<file path="config.mk">
export PLATFORM = sky130hd
export DESIGN_NAME = rr_arbiter8_flat
export DESIGN_NICKNAME = d
export VERILOG_FILES = /design/src/rtl/rr_arbiter8_pkg.sv /design/src/rtl/rr_arbiter8_if.sv /design/src/rtl/rr_arbiter8_pick.sv /design/src/rtl/rr_arbiter8.sv /design/src/flat_wrapper.sv
export SDC_FILE = /design/constraint.sdc
export NUM_CORES = 1
export LEC_CHECK = 0
export ABC_AREA = 1
export CAP_MARGIN = 0
export CORE_UTILIZATION = 57
export DETAILED_ROUTE_END_ITERATION = 16
export GPL_ROUTABILITY_DRIVEN = 0
export MAX_ROUTING_LAYER = met4
export PLACE_DENSITY_LB_ADDON = 0.1
export SYNTH_ARGS = -nofsm -noshare
export SYNTH_HDL_FRONTEND = slang
export SYNTH_SLANG_ARGS = --single-unit
</file>
<file path="constraint.sdc">
create_clock -name sys_clk -period 4.8 [get_ports sys_clk]
set_input_delay 0.96 -clock sys_clk [delete_from_list [all_inputs] [get_ports sys_clk]]
set_output_delay 0.96 -clock sys_clk [all_outputs]
set_load 0.01 [all_outputs]
</file>
<file path="src/rtl/rr_arbiter8_pkg.sv">
`default_nettype none
// ============================================================================
//  Module      : rr_arbiter8_pkg
//  Description : Shared types and constants for the 8-way round-robin arbiter
//  Revision    : 1.0 - initial release
// ============================================================================
package rr_arbiter8_pkg;

  localparam int N_CLIENTS = 8;
  localparam int IDX_W     = 3;

  typedef logic [N_CLIENTS-1:0] vec_t;
  typedef logic [IDX_W-1:0]     idx_t;

  // Arbiter sequencing: arbitrate, hold the grant, one-cycle turnaround
  typedef enum logic [1:0] {
    IDLE  = 2'd0,
    GRANT = 2'd1,
    GAP   = 2'd2
  } state_t;

endpackage
`default_nettype wire

</file>
<file path="src/rtl/rr_arbiter8_if.sv">
`default_nettype none
// ============================================================================
//  Module      : rr_arbiter8_if
//  Description : Request/grant bundle between the clients and the arbiter
//  Revision    : 1.0 - initial release
// ============================================================================
interface rr_arbiter8_if;
  import rr_arbiter8_pkg::*;

  vec_t req;
  logic done;
  logic gnt_valid;
  idx_t gnt_idx;
  vec_t gnt;
  logic timeout;

  // Client side: raises requests and releases, observes the grant
  modport master (
    output req,
    output done,
    input  gnt_valid,
    input  gnt_idx,
    input  gnt,
    input  timeout
  );

  // Arbiter side
  modport slave (
    input  req,
    input  done,
    output gnt_valid,
    output gnt_idx,
    output gnt,
    output timeout
  );

endinterface
`default_nettype wire

</file>
<file path="src/rtl/rr_arbiter8_pick.sv">
`default_nettype none
// ============================================================================
//  Module      : rr_pick8
//  Description : Rotating priority picker. The client just after ptr has the
//                highest priority; ptr itself has the lowest, so a sole
//                requester equal to ptr is still found.
//  Revision    : 1.0 - initial release
// ============================================================================
module rr_pick8
  import rr_arbiter8_pkg::*;
(
  input  vec_t req_i,
  input  idx_t ptr_i,
  output logic any_o,
  output idx_t idx_o
);

  logic [2*N_CLIENTS-1:0] w_dbl;
  logic [IDX_W:0]         w_shift;
  vec_t                   w_rot;
  idx_t                   w_off;

  // Rotate so bit 0 is client ptr+1, then find the lowest set bit
  always_comb begin
    w_dbl   = {req_i, req_i};
    w_shift = {1'b0, ptr_i} + {{IDX_W{1'b0}}, 1'b1};
    w_rot   = w_dbl[w_shift +: N_CLIENTS];
    w_off   = '0;
    for (int k = N_CLIENTS - 1; k >= 0; k--) begin
      if (w_rot[k]) begin
        w_off = idx_t'(k);
      end
    end
  end

  // Rotate the offset back into an absolute client index (mod 8 by width)
  assign idx_o = ptr_i + idx_t'(1) + w_off;
  assign any_o = |req_i;

endmodule
`default_nettype wire

</file>
<file path="src/rtl/rr_arbiter8.sv">
`default_nettype none
// ============================================================================
//  Module      : rr_arbiter8
//  Description : Eight-requester round-robin arbiter with registered grant
//                index, one-cycle turnaround and optional maximum hold time.
//  Revision    : 1.0 - initial release
// ============================================================================
module rr_arbiter8
  import rr_arbiter8_pkg::*;
#(
  parameter int unsigned MAX_HOLD = 16,  // 0 disables the forced release
  parameter int unsigned CNT_W    = 8
)
(
  input  logic          sys_clk,
  input  logic          sys_rst_n,
  rr_arbiter8_if.slave  bus
);

  localparam logic [CNT_W-1:0] C_MAX_HOLD = CNT_W'(MAX_HOLD);
  localparam bit               C_TO_EN    = (MAX_HOLD != 0);

  state_t           state_q;
  idx_t             ptr_q;
  logic             gnt_valid_q;
  idx_t             gnt_idx_q;
  logic             timeout_q;
  logic [CNT_W-1:0] hold_cnt_q;
  logic [CNT_W-1:0] hold_cnt_d;

  logic w_any;
  idx_t w_win;
  logic w_rel_norm;
  logic w_rel_force;

  rr_pick8 u_pick (
    .req_i (bus.req),
    .ptr_i (ptr_q),
    .any_o (w_any),
    .idx_o (w_win)
  );

  // Release conditions; a voluntary release always wins over the timeout
  always_comb begin
    w_rel_norm  = bus.done || !bus.req[gnt_idx_q];
    w_rel_force = C_TO_EN && (hold_cnt_q == C_MAX_HOLD);
    hold_cnt_d  = (hold_cnt_q == {CNT_W{1'b1}}) ? hold_cnt_q
                                                : hold_cnt_q + CNT_W'(1);
  end

  // Sequencing FSM with all outputs registered
  always_ff @(posedge sys_clk or negedge sys_rst_n) begin
    if (!sys_rst_n) begin
      state_q     <= IDLE;
      ptr_q       <= idx_t'(N_CLIENTS - 1);
      gnt_valid_q <= 1'b0;
      gnt_idx_q   <= '0;
      timeout_q   <= 1'b0;
      hold_cnt_q  <= '0;
    end else begin
      timeout_q <= 1'b0;
      case (state_q)
        IDLE: begin
          if (w_any) begin
            state_q     <= GRANT;
            gnt_idx_q   <= w_win;
            gnt_valid_q <= 1'b1;
            hold_cnt_q  <= CNT_W'(1);
          end
        end
        GRANT: begin
          if (w_rel_norm || w_rel_force) begin
            ptr_q       <= gnt_idx_q;
            gnt_valid_q <= 1'b0;
            state_q     <= GAP;
            timeout_q   <= !w_rel_norm;
          end else begin
            hold_cnt_q  <= hold_cnt_d;
          end
        end
        GAP: begin
          gnt_valid_q <= 1'b0;
          state_q     <= IDLE;
        end
        default: begin
          gnt_valid_q <= 1'b0;
          state_q     <= IDLE;
        end
      endcase
    end
  end

  assign bus.gnt_valid = gnt_valid_q;
  assign bus.gnt_idx   = gnt_idx_q;
  assign bus.timeout   = timeout_q;
  assign bus.gnt       = gnt_valid_q ? (vec_t'(1) << gnt_idx_q) : '0;

endmodule
`default_nettype wire

</file>
<file path="src/flat_wrapper.sv">
// flat-port wrapper written by rule: the top's interface ports become plain ports
module rr_arbiter8_flat import rr_arbiter8_pkg::*;
#(
  parameter int unsigned MAX_HOLD = 16,                                  
  parameter int unsigned CNT_W    = 8
)
  (sys_clk, sys_rst_n, bus_req, bus_done, bus_gnt_valid, bus_gnt_idx, bus_gnt, bus_timeout);
  rr_arbiter8_if bus_i ();
  input  logic sys_clk;
  input  logic sys_rst_n;
  input wire logic [$bits(bus_i.req)-1:0] bus_req;
  input wire logic [$bits(bus_i.done)-1:0] bus_done;
  output wire logic [$bits(bus_i.gnt_valid)-1:0] bus_gnt_valid;
  output wire logic [$bits(bus_i.gnt_idx)-1:0] bus_gnt_idx;
  output wire logic [$bits(bus_i.gnt)-1:0] bus_gnt;
  output wire logic [$bits(bus_i.timeout)-1:0] bus_timeout;
  assign bus_i.req = bus_req;
  assign bus_i.done = bus_done;
  assign bus_gnt_valid = bus_i.gnt_valid;
  assign bus_gnt_idx = bus_i.gnt_idx;
  assign bus_gnt = bus_i.gnt;
  assign bus_timeout = bus_i.timeout;
  rr_arbiter8 #(.MAX_HOLD(MAX_HOLD), .CNT_W(CNT_W)) u_core (.sys_clk(sys_clk), .sys_rst_n(sys_rst_n), .bus(bus_i));
endmodule
</file>
==> Word level (Yosys, flattened, before mapping) <==
Cells that the tools add are included.
Widths: inputs -> output; s select.
{ "classes": {"reduce_logical": 11, "div_mod_pow": 0, "n_eq_ne": 7, "magnitude_cmp": 1, "n_mux": 23, "add_sub_neg": 4, "n_bitwise": 0, "multipliers": 0, "shift": 2} }
{ "op_table": {"columns": ["operator", "n"], "rows": [
  ["$mux 8", 4],
  ["$mux 3", 8],
  ["$pmux 8 s2", 1],
  ["$shiftx 16x5->8", 1],
  ["$add 8x1->8 const B", 1],
  ["$eq 8x5->1 const B", 1],
  ["$eq 8x8->1 const B", 1],
  ["$reduce_or 8->1", 1],
  ["$shl 1x3->8 const A", 1],
  ["$ne 2x2->1 const B", 3],
  ["$reduce_and 2->1", 3],
  ["$mux 1", 5],
  ["$add 3x1->4 const B", 1],
  ["$lt 3x4->1 const B", 1],
  ["$mux 2", 2],
  ["$pmux 2 s2", 1],
  ["$reduce_and 4->1", 1],
  ["$add 3x1->3 const B", 1],
  ["$add 3x3->3", 1],
  ["$bmux 1 s3", 1],
  ["$eq 2x1->1 const B", 1],
  ["$logic_not 1->1", 2],
  ["$logic_not 2->1", 1],
  ["$logic_or 1x1->1", 2],
  ["other kinds (3)", 3]
]} }
{ "totals": {"register_bits": 18, "mem_count": 0, "mem_bits_rw": 0, "word_cells": 54, "inputBits": 11, "latchBits": 0, "output_inout_bits": 13, "mem_bits_ro": 0} }

==> Logic depth before layout (Yosys ltp) <==
Gate-level depths: netlist of the first run.
{ "depth": {"ltp_word": 11, "depth_mapped": 22, "mapped_depth_nobuf": 21} }

==> Hierarchy <==
From an unflattened synthesis of the first run, not the netlist that was laid out.
{ "unflattened": {"hier_cells": 236, "area_unflattened_um2": 1564.0} }
{ "by_module_without_submodules": {"columns": ["mod", "cells_per_inst", "area_per_inst_um2", "seq_area_each_um2", "n_inst"], "rows": [
  ["rr_arbiter8", 143, 1034.7, 429.2, 1],
  ["rr_pick8", 93, 529.3, 0.0, 1]
]} }

==> Worst setup path before layout of the first run <==
No wires, ideal clock.
{ "synth_path": {"path_type": "input port to flip-flop", "startpoint": "input bus_req[3]", "endpoint": "register u_core.gnt_idx_q[2], in the netlist u_core.bus.gnt_idx[2]", "arrival_ns": 2.498, "slack_ns": 2.185, "path_buffers": 0, "cell_stages": 19, "required_time_ns": 4.682, "cell_sequence": "nand2_1 nand3_1 nand3_1 nand2_1 nand2_1 nand2_1 nand2_1 nand2_1 nand2_1 nand2_1 nand2_1 ha_1 inv_1 fa_1 xnor2_1 inv_1 nand3_1 nand3_1 nand2_1"} }
{ "synth_via": {"elab_chain_len": 10, "word_cells_on_any_way": 12} }
{ "synth_lines": {"columns": ["element", "line", "text"], "rows": [
  ["from (decl)", "flat_wrapper.sv:11", "input wire logic [$bits(bus_i.req)-1:0] bus_req;"],
  ["$shiftx 16x5->8", "rr_arbiter8_pick.sv:27", "w_rot = w_dbl[w_shift +: N_CLIENTS];"],
  ["$mux 3 (8 in series)", "rr_arbiter8_pick.sv:30", "if (w_rot[k]) begin"],
  ["$add 3x3->3", "rr_arbiter8_pick.sv:37", "assign idx_o = ptr_i + idx_t'(1) + w_off;"],
  ["to (signal assigned)", "rr_arbiter8.sv:66", "gnt_idx_q <= w_win;"],
  ["to (decl)", "rr_arbiter8.sv:26", "idx_t gnt_idx_q;"]
]} }
Several ways; a longest one is shown, not always the timed one.
A chain may end at the register's enable or synchronous reset.

==> Worst setup path in the final report of the first run <==
{ "layout_path": {"startpoint": "input bus_req[6]", "endpoint": "register u_core.gnt_idx_q[2], in the netlist u_core.bus.gnt_idx[2]"} }
The elaborated chain is that of the path after synthesis.

==> results of run 1 <==
-- state kept, by name, indices dropped and copies added (netlist names) --
register and flops:
u_core.ptr_q 3, u_core.bus.timeout 1, u_core.hold_cnt_q 8, u_core.bus.gnt_idx 3
u_core.state_q 2
-- metrics by stage --
stage	area, um2	total power, mW	instances	hold slack [ns]	worst slack [ns]
final	1738	1.056	293	0.4980	1.725
after global placement	1710	0.9515	289	0.4626	1.517
after global routing	1738	1.178	293	0.5589	1.437
after floorplan	1470	0.7820	240	0.4419	2.185
after CTS	1738	1.052	293	0.4962	1.739
after detailed placement	1710	0.9689	289	0.4724	1.442
-- power breakdown --
| group | internal, mW | switching, mW |
|---|---|---|
| Combinational | 0.262 | 0.434 |
| Clock | 0.0310 | 0.0481 |
| Sequential | 0.197 | 0.0844 |
-- area by class of cell --
class	count	area (um2)	area share, %
inverter	24	90.09	5.184
clock inverter	1	5.005	0.2880
sequential	17	429.2	24.69
clock buffer	3	22.52	1.296
multi-input combinational	195	923.4	53.13
timing repair buffer	23	230.2	13.25
tap	30	37.54	2.160
-- kinds of logic (layout without fill, tap and decap cells) --
group	count (synthesis)	in the layout
buffers and inverters	28	51
flip-flops	17	17
adder cells (fa/ha/maj)	4	4
AND/OR/NAND/NOR	175	175
XOR/XNOR	6	6
AO/OA/AOI/OAI	10	10
-- synth_stat cells (2+ instances only) --
library cell / number
dfrtp_1: 14
dfstp_2: 3
ha_1: 3
inv_1: 19
inv_2: 4
nand2_1: 95
nand3_1: 37
nand4_1: 4
nor2_1: 29
nor2_2: 2
nor3_1: 3
o21ai_0: 4
o21ai_1: 3
xnor2_1: 3
xor2_1: 3
-- path summary, 6_finish.rpt --
check / startpoint / endpoint / slack, ns
max: bus_req[6] / u_core.bus.gnt_idx[2]$_DFFE_PN0P_ / 1.73
min in group asynchronous: sys_rst_n / u_core.hold_cnt_q[3]$_DFFE_PN0P_ / 1.10
max in group asynchronous: sys_rst_n / u_core.hold_cnt_q[7]$_DFFE_PN0P_ / 3.22
min reg2reg: u_core.hold_cnt_q[3]$_DFFE_PN0P_ / u_core.hold_cnt_q[3]$_DFFE_PN0P_ / 0.50
min: u_core.hold_cnt_q[3]$_DFFE_PN0P_ / u_core.hold_cnt_q[3]$_DFFE_PN0P_ / 0.50
max reg2reg: u_core.ptr_q[2]$_DFFE_PN1P_ / u_core.bus.gnt_idx[2]$_DFFE_PN0P_ / 2.16
-- worst max-delay path, delay by kind of cell --
kind / cells / cell delay [ns]
and+or+nand+nor: 15 / 0.97
buffers and inverters: 3 / 0.68
adders and majority gates: 2 / 0.51
xor gates and xnor gates: 1 / 0.19
-- metal layers --
layer,wire length [um],vias to the layer above,global-route usage [%]
met4,9,0,5.702
li1,-,813,-
met3,189,2,5.797
met2,1612,56,47.47
met5,0,-,-
met1,1865,715,43.87
==> reports/summary.txt, run 1 <==
Syn Area/Cell: 6.126 um2
crit path DAT: 3.31 ns
post-synthesis async set-or-reset flop share: 100.0%
R2R depth: 18
clock period minus final worst setup slack: 3.075 ns
status: finished clean
Clock Latency Late Sink: 0.29 ns
total CTS buffers: 3
Top cell by count, worst path: nand2_1
commonest non-fill, non-tap cell in the layout: nand2_1
# H-tree levels: 1
Wirelength per Cell: 12.55 um
CP Launch Type: primary input
Resized cells post-CTS: 0
mux share of post-synthesis cell area: 0%
Fin Clk Skew: 0.002664 ns
Worst path slowest cell: clkdlybuf4s50_1
n_diodes: 0
post-synth cell types: 29
Yosys top cell area share: 24.26%
via count: 1586
vias in the first global route: 1416
First DRT Iteration DRCs: 42
Crit Path Category: in2reg
grt total ovfl: 0
Hold Buf Count CTS: 0
Cell Chain, Critical Path: clkdlybuf4s50_1 > nand2_1 > nand3_1 > nand2_1 > nand2_1 > nand2_1 > nand2_1 > nand2_1 > nand2_1 > nand2_1 > nand2_1 > nand2_1 > nand2_1 > ha_1 > inv_1 > fa_1 > xnor2_1 > inv_1 > nand3_1 > nand3_1 > nand2_1
CTS sink count: 17
Synth Area in Adders: 3.915%
clock tree buffer depth: 2
worst-case vdd ir drop: 0.5109 mV
largest net degree at the start of global routing: 18
Worst Path Max Fanout: 4
RSZ-0062 raised after global routing: no
final setup fails: 0
overall routing resource usage: 31.37%
Hold Path Depth: 2
first-pass GRT wire length: 6.251 mm
layout cells sized above 1: 6.464%
Clock Pin Slew Worst Setup and Hold Paths: 0.10 ns
Crit path required time: 5.04 ns
total core area: 0.002455 mm2
sequential share of the synthesized area: 29.19%
Primary FF master, synth: dfrtp_1
Synth warnings: 0
largest stage delay on the critical path: 0.57 ns
Total Routed Length: 3.677 mm
# DRC: 0
Hold Vio Cnt, Final: 0
Final nets: 279
Worst Max-Slew Pin Slew: 0.7654 ns
PwrDens: 607.9 mW/mm2
post-route antenna net violation count: 0
Synth area leaders: nand2_1 24%, dfrtp_1 24%, nand3_1 13%
Die X: 52.79 um
initial antenna violation count: 0
Slew Viols, Final: 0
Core Util, Final: 70.80%
most frequent cells in the layout: 95 x nand2_1, 37 x nand3_1, 29 x nor2_1
Compound-Gate Fraction of Synth Area: 4.681%
number of post-CTS setup repair buffers: 0
Initial Util: 59.89%
Peak Freq: 325.2 MHz
Final period util: 64.06%
number of fill cells in the layout: 241
Simple-Gate Fraction of Synth Area: 50.64%
CTS tree: built
Detailed Place HPWL: 2.894 mm
Port-buffer cells: 23
Max Cap Viol: 0
I/O Pins: 24
crit end category: flip-flop
post-synthesis cell area: 0.001470 mm2
routed vias/inst: 5.413
Max-slew headroom: 48.82%
post-synth top area cell: nand2_1
Die ar.: 0.002786 mm2
die height: 52.79 um
Synth Register Bits: 17
leak pwr: 0.8672 nW
xor/xnor cell area share of the yosys netlist: 3.574%
Mapped Nets: 255
Hold WC Path Type: reg2reg
Cells after Synth: 240
Row Count: 18
First-pass DRT Iterations: 4
setup_tns: 0 ns
root buf cell: clkbuf_4
largest family of logic cells by synthesized area: simple AND/OR/NAND/NOR gates
area grow syn2layout: 18.21%
Post-synth EDFFs: 0
Note: power is estimated with default switching activity, not from simulation.
==> run 2, diff against run 1 <==
--- a/config.mk
+++ b/config.mk
@@ -7,7 +7,7 @@
 export LEC_CHECK = 0
 export ABC_AREA = 1
 export CAP_MARGIN = 0
-export CORE_UTILIZATION = 57
+export CORE_UTILIZATION = 53
 export DETAILED_ROUTE_END_ITERATION = 16
 export GPL_ROUTABILITY_DRIVEN = 0
 export MAX_ROUTING_LAYER = met4
==> constraint.sdc (replaced) <==
create_clock -name sys_clk -period 3 [get_ports sys_clk]
set_input_delay 0.6 -clock sys_clk [delete_from_list [all_inputs] [get_ports sys_clk]]
set_output_delay 0.6 -clock sys_clk [all_outputs]
set_load 0.01 [all_outputs]
==> run 2 against run 1 <==
  * Clock power up 55%
  * Register-to-register slack worse by 1.7 ns
  * Flip-flop and latch count unchanged
  * Via count down 2.6%
  * Routed wire length about the same
  * Hold slack worse by 0.00063 ns
  * Cell area up 1.7%
  * First-iteration DRC count up 4.8%
  * Utilization down 1.3 points
  * Sequential share of layout area down 0.42 points
  * Die area up 7.2%
  * Critical endpoint unchanged
==> reports/summary.txt, run 2 (synthesis gave the netlist of run 1 again) <==
First-pass DRT Iterations: 5 (+1)
Multi-input gate area: 923.4 um2 (unchanged)
Setup WS post-layout: 0.3536 ns (-1.372 ns)
number of post-CTS setup repair buffers: 0 (unchanged)
Detailed Place HPWL: 2.807 mm (-3.0%)
Hold WC Path Type: reg2reg
Worst Max-Slew Pin Slew: 0.7713 ns (+0.005997 ns)
most frequent cells in the layout: 95 x nand2_1, 37 x nand3_1, 29 x nor2_1
setup_tns: 0 ns (unchanged)
switching part of the total: 53.01% (-0.64 points)
Max-slew headroom: 48.42% (-0.40 points)
Non-Filler Instances: 297 (+1.4%)
Port-buffer cells: 23 (unchanged)
Crit Path Category: in2reg
CP Launch Type: primary input
routed vias/inst: 5.202 (-3.9%)
RSZ-0062 raised after global routing: no
Final nets: 283 (+1.4%)
Total Routed Length: 3.680 mm (about the same)
Final period util: 88.21%
commonest non-fill, non-tap cell in the layout: nand2_1
I/O Pins: 24 (unchanged)
layout cells sized above 1: 7.865% (+1.4 points)
CTS tree: built
worst-case vdd ir drop: 0.8328 mV (+63%)
n_diodes: 0 (unchanged)
status: finished clean
final setup fails: 0 (unchanged)
First DRT Iteration DRCs: 44 (+4.8%)
clock power share: 7.3% (-0.2 points)
power consumption: 1.691 mW (+60%)
clock period minus final worst setup slack: 2.646 ns
# H-tree levels: 1 (unchanged)
Worst Path Max Fanout: 4 (unchanged)
Wirelength per Cell: 12.39 um (-1.3%)
via count: 1545 (-2.6%)
post-route antenna net violation count: 0 (unchanged)
vias in the first global route: 1341 (-5.3%)
Placed Cells: 293 (+1.4%)
largest net degree at the start of global routing: 18 (unchanged)
total CTS buffers: 3 (unchanged)
max reg flops: 8 (unchanged)
grt total ovfl: 0 (unchanged)
Peak Freq: 377.9 MHz
initial antenna violation count: 0 (unchanged)
register area: 429.2 um2 (unchanged)
Post-Place Worst Slack: 0.06782 ns (-1.374 ns)
crit path DAT: 2.89 ns (-0.42 ns)
Hold Vio Cnt, Final: 0 (unchanged)
Clock Pin Slew Worst Setup and Hold Paths: 0.10 ns (about the same)
area grow syn2layout: 20.26%
Die X: 54.67 um (+3.6%)
switching power total: 0.8963 mW (+58%)
root buf cell: clkbuf_4
die height: 54.67 um (+3.6%)
Resized cells post-CTS: 0 (unchanged)
Hold Buf Count CTS: 0 (unchanged)
Slew Viols, Final: 0 (unchanged)
number of fill cells in the layout: 236 (-2.1%)
overall routing resource usage: 28.52% (-2.8 points)
CTS sink count: 17 (unchanged)
Reg power frac: 25.7% (-0.9 points)
first-pass GRT wire length: 5.927 mm (-5.2%)
leak pwr: 0.8864 nW (+2.2%)
Crit path required time: 3.24 ns (-1.80 ns)
Power Internal: 0.7944 mW (+62%)
total core area: 0.002545 mm2 (+3.7%)
Logic pwr share: 67.0% (+1.1 points)
Die ar.: 0.002988 mm2 (+7.2%)
# DRC: 0 (unchanged)
Initial Util: 57.77% (-2.1 points)
register bank with the most flops: u_core.hold_cnt_q
Fin Clk Skew: 0.008743 ns (+0.006079 ns)
Row Count: 18 (unchanged)
Max Cap Viol: 0 (unchanged)
crit end category: flip-flop
clock tree buffer depth: 2 (unchanged)
PwrDens: 956.3 mW/mm2 (+57%)
Clock Latency Late Sink: 0.29 ns (about the same)
==> run 2: changes by cell type in the layout (fill, tap and decap cells not counted) <==
cell   before  now
buf_4       0    4
==> run 2: worst max-delay path, stage by stage <==
cell	delay, ns
clkdlybuf4s50_1	0.49
nand2_1	0.13
nand3_1	0.11
nand3_1	0.11
nand2_1	0.10
nand2_1	0.07
nand2_1	0.04
nand2_1	0.05
nand2_1	0.04
nand2_1	0.05
nand2_1	0.04
nand2_1	0.05
ha_1	0.14
inv_1	0.05
fa_1	0.37
xnor2_1	0.19
inv_1	0.06
nand3_1	0.07
nand3_1	0.07
nand2_1	0.07
==> run 2: cell type report <==
cell class / count / share of cell area [%]
inverter: 24 / 5.096
clock buffer: 3 / 1.274
multi-input combinational: 195 / 52.23
clock inverter: 1 / 0.2831
timing repair buffer: 27 / 14.72
sequential: 17 / 24.27
tap: 30 / 2.123
==> run 2: final timing paths <==
check | cells past startpoint | slack [ns] | endpoint | from
max in group asynchronous | 1 | 1.77 | u_core.bus.timeout$_DFF_PN0_ | sys_rst_n
min | 2 | 0.50 | u_core.hold_cnt_q[3]$_DFFE_PN0P_ | u_core.hold_cnt_q[3]$_DFFE_PN0P_
min in group asynchronous | 1 | 0.75 | u_core.hold_cnt_q[0]$_DFFE_PN0P_ | sys_rst_n
max | 20 | 0.35 | u_core.bus.gnt_idx[2]$_DFFE_PN0P_ | bus_req[3]
max reg2reg | 20 | 0.42 | u_core.bus.gnt_idx[2]$_DFFE_PN0P_ | u_core.ptr_q[0]$_DFFE_PN1P_
min reg2reg | 2 | 0.50 | u_core.hold_cnt_q[3]$_DFFE_PN0P_ | u_core.hold_cnt_q[3]$_DFFE_PN0P_
==> run 2: through the flow <==
stage	utilization, %	area (um2)	hold WS (ns)
finish	69.47	1768	0.4974
global route	69.47	1768	0.5437
CTS	69.47	1768	0.4990
detailed placement	68.39	1740	0.4761
global placement	68.39	1740	0.4672
floorplan	-	1470	0.3044
==> run 2: metal layers <==
metal / wire, um / vias to the layer above / part of all wire [%] / track usage (%)
met4: 8 / 0 / 0.22 / 4.274
met5: 0 / - / 0 / -
met2: 1518 / 59 / 41 / 41.37
li1: - / 818 / - / -
met3: 216 / 2 / 5.9 / 5.000
met1: 1937 / 666 / 53 / 41.78
==> run 2: power by group through the flow <==
stage	Sequential (mW)	Combinational [mW]	Clock, mW
finish	0.434	1.13	0.123
global route	0.445	1.31	0.138
CTS	0.429	1.13	0.126
detailed placement	0.433	1.12	0
global placement	0.431	1.11	0
floorplan	0.391	0.860	0
==> run 3, diff against run 2 <==
--- a/config.mk
+++ b/config.mk
@@ -7,11 +7,12 @@
 export LEC_CHECK = 0
 export ABC_AREA = 1
 export CAP_MARGIN = 0
-export CORE_UTILIZATION = 53
+export CORE_UTILIZATION = 54
 export DETAILED_ROUTE_END_ITERATION = 16
 export GPL_ROUTABILITY_DRIVEN = 0
 export MAX_ROUTING_LAYER = met4
 export PLACE_DENSITY_LB_ADDON = 0.1
 export SYNTH_ARGS = -nofsm -noshare
 export SYNTH_HDL_FRONTEND = slang
+export SYNTH_HIERARCHICAL = 1
 export SYNTH_SLANG_ARGS = --single-unit
==> run 3 against run 2 <==
  * Sequential share of layout area shrank 1.9 points
  * Largest cell class unchanged
  * Non-clock buffer count grew 7
  * Hold slack improved by 0.057 ns
  * Power increased by 17%
  * Via count increased by 3.8%
  * Sequential power increased by 4%
  * Area after synthesis increased by 6.4%
  * Worst setup slack lost 0.081 ns
==> reports/summary.txt, run 3 <==
post-route antenna net violation count: 0 (unchanged)
routed vias/inst: 5.308 (+2.0%)
total CTS buffers: 3 (unchanged)
grt met2 use: 35.63% (-5.7 points)
Placed Cells: 298 (+1.7%)
clock period minus final worst setup slack: 2.727 ns (+0.08080 ns)
Primary FF master, synth: dfrtp_1
vias in the first global route: 1380 (+2.9%)
grt total ovfl: 0 (unchanged)
Crit path required time: 3.23 ns (about the same)
Total Routed Length: 3.564 mm (-3.2%)
Die ar.: 0.003115 mm2 (+4.3%)
root buf cell: clkbuf_4
First DRT Iteration DRCs: 44 (unchanged)
post-synth cell types: 34 (+17%)
post-synthesis async set-or-reset flop share: 100.0% (unchanged)
grt met1 use: 37.09% (-4.7 points)
total core area: 0.002758 mm2 (+8.4%)
crit end category: flip-flop
# DRC: 0 (unchanged)
Cells after Synth: 236 (-1.7%)
Peak Freq: 366.7 MHz (-3.0%)
post-synthesis cell area: 0.001564 mm2 (+6.4%)
Yosys top cell area share: 22.40% (-1.9 points)
PwrDens: 1032 mW/mm2 (+7.9%)
# H-tree levels: 1 (unchanged)
commonest non-fill, non-tap cell in the layout: nand2_1
area grow syn2layout: 22.40%
Clock Latency Late Sink: 0.30 ns (about the same)
Slew Viols, Final: 0 (unchanged)
number of fill cells in the layout: 265 (+12%)
Synth warnings: 6 (+6)
clock tree buffer depth: 2 (unchanged)
GRT Max-Usage Layer: met1
power consumption: 1.975 mW (+17%)
dominant cell by count in the synthesized netlist: nand2_1
Final period util: 90.91% (+2.7 points)
Post-synth EDFFs: 0 (unchanged)
Initial Util: 56.72% (-1.1 points)
die height: 55.82 um (+2.1%)
setup_tns: 0 ns (unchanged)
Synth area leaders: dfrtp_1 22%, nand2_1 18%, nand3_1 10%
Final nets: 287 (+1.4%)
Crit Path Category: in2reg
post-synth top area cell: dfrtp_1
First-pass DRT Iterations: 4 (-1)
Port-buffer cells: 23 (unchanged)
CTS tree: built
Non-Filler Instances: 302 (+1.7%)
leak pwr: 0.9294 nW (+4.9%)
Hold Vio Cnt, Final: 0 (unchanged)
largest net degree at the start of global routing: 18 (unchanged)
Clock Pin Slew Worst Setup and Hold Paths: 0.10 ns (about the same)
RSZ-0062 raised after global routing: no
Max Cap Viol: 0 (unchanged)
crit path DAT: 2.96 ns (+0.07 ns)
register bank with the most flops: u_core/hold_cnt_q
max reg flops: 8 (unchanged)
GRT met3 Usage: 6.047% (+1.0 points)
Wirelength per Cell: 11.80 um (-4.8%)
layout cells sized above 1: 21.03% (+13 points)
Worst Path Max Fanout: 3 (-1)
Fin Hold WS: 0.5545 ns (+0.05711 ns)
most common library cells after synthesis: 73 x nand2_1, 32 x nand3_1, 27 x nor2_1
worst-case vdd ir drop: 0.7835 mV (-5.9%)
status: finished clean
Row Count: 19 (+1)
CTS sink count: 17 (unchanged)
I/O Pins: 24 (unchanged)
Mapped Nets: 251 (-1.6%)
CP Launch Type: primary input
Synth Register Bits: 17 (unchanged)
overall routing resource usage: 25.10% (-3.4 points)
Die X: 55.82 um (+2.1%)
Detailed Place HPWL: 2.798 mm (-0.31%)
sequential share of the synthesized area: 27.44% (-1.8 points)
Syn Area/Cell: 6.627 um2 (+8.2%)
most frequent cells in the layout: 73 x nand2_1, 32 x nand3_1, 27 x nor2_1
initial antenna violation count: 0 (unchanged)
Hold WC Path Type: reg2reg
first-pass GRT wire length: 6.106 mm (+3.0%)
Fin Clk Skew: 0.005906 ns (-0.002837 ns)
n_diodes: 0 (unchanged)
Max-slew headroom: 50.48% (+2.1 points)
Worst Max-Slew Pin Slew: 0.7405 ns (-0.03090 ns)
final setup fails: 0 (unchanged)
via count: 1603 (+3.8%)
-- run 3: layout make-up --
cell class / instances / area, um2 / area share, %
Multi-Input combinational cell: 193 / 1007 / 52.61
Sequential cell: 17 / 429.2 / 22.42
Timing Repair Buffer: 34 / 315.3 / 16.47
Inverter: 23 / 97.59 / 5.098
Tap cell: 31 / 38.79 / 2.026
Clock buffer: 4 / 26.28 / 1.373
-- run 3: final timing paths --
path	start	to	slack, ns	depth (start not counted)
min reg2reg	u_core/hold_cnt_q[4]$_DFFE_PN0P_	u_core/hold_cnt_q[4]$_DFFE_PN0P_	0.55	2
max	bus_req[6]	u_core/bus.gnt_idx[2]$_DFFE_PN0P_	0.27	21
max in group asynchronous	sys_rst_n	u_core/state_q[1]$_DFFE_PN0P_	1.80	1
min	u_core/hold_cnt_q[4]$_DFFE_PN0P_	u_core/hold_cnt_q[4]$_DFFE_PN0P_	0.55	2
max reg2reg	u_core/ptr_q[0]$_DFFE_PN1P_	u_core/bus.gnt_idx[2]$_DFFE_PN0P_	0.36	20
min in group asynchronous	sys_rst_n	u_core/hold_cnt_q[3]$_DFFE_PN0P_	0.73	1
-- run 3: worst max-delay path: stages --
cell,delay [ns]
clkdlybuf4s50_1,0.53
nand2_1,0.10
nand3_2,0.09
nand2_2,0.07
nand2_2,0.07
nand2_1,0.05
nand2_1,0.05
nand2_1,0.04
nand2_1,0.05
nand2_1,0.05
nand2_1,0.06
nand2_1,0.04
nand2_1,0.05
ha_1,0.13
inv_1,0.05
fa_1,0.37
xor2_1,0.16
nand3b_1,0.15
nand2_1,0.07
nor2_1,0.04
a21oi_1,0.12
-- run 3: layer usage --
layer / share of wire, % / wire (um)
met1: 50 / 1795
met2: 43 / 1521
met3: 5.5 / 197
met4: 1.4 / 49
met5: 0 / 0
-- run 3: timing repair --
action	4_1_cts	5_1_grt
hold endpoints to repair	0	0
setup buffers	0	0
endpoints found under the setup margin	0	1
hold buffers	0	0
gates resized for setup	0	1
-- run 3: cell families (layout without fill, tap and decap cells) --
logic type               Yosys count  count (layout)  share of synthesized area [%]
flip-flops                        17              17                          27.44
adder cells (fa/ha/maj)            4               4                          3.680
AND/OR/NAND/NOR                  170             170                          53.12
AO/OA/AOI/OAI                     17              17                          6.480
buffers and inverters             26              61                          8.160
XOR/XNOR                           2               2                          1.120
-- run 3: stage by stage --
stage | cell area (um2) | utilization [%] | worst slack [ns]
2_1_floorplan | 1564 | - | 0.6054
3_3_place_gp | 1886 | 68.38 | 0.02061
3_5_place_dp | 1886 | 68.38 | -0.06111
4_1_cts | 1912 | 69.33 | 0.2468
5_1_grt | 1914 | 69.42 | 0.03061
6_report | 1914 | 69.42 | 0.2728
-- run 3: power breakdown --
| part | switching, mW | total [mW] | leakage, nW | internal, mW |
|---|---|---|---|---|
| sequential | 0.132 | 0.453 | 0.212 | 0.321 |
| combinational | 0.835 | 1.40 | 0.703 | 0.561 |
| clock | 0.0733 | 0.125 | 0.0150 | 0.0519 |
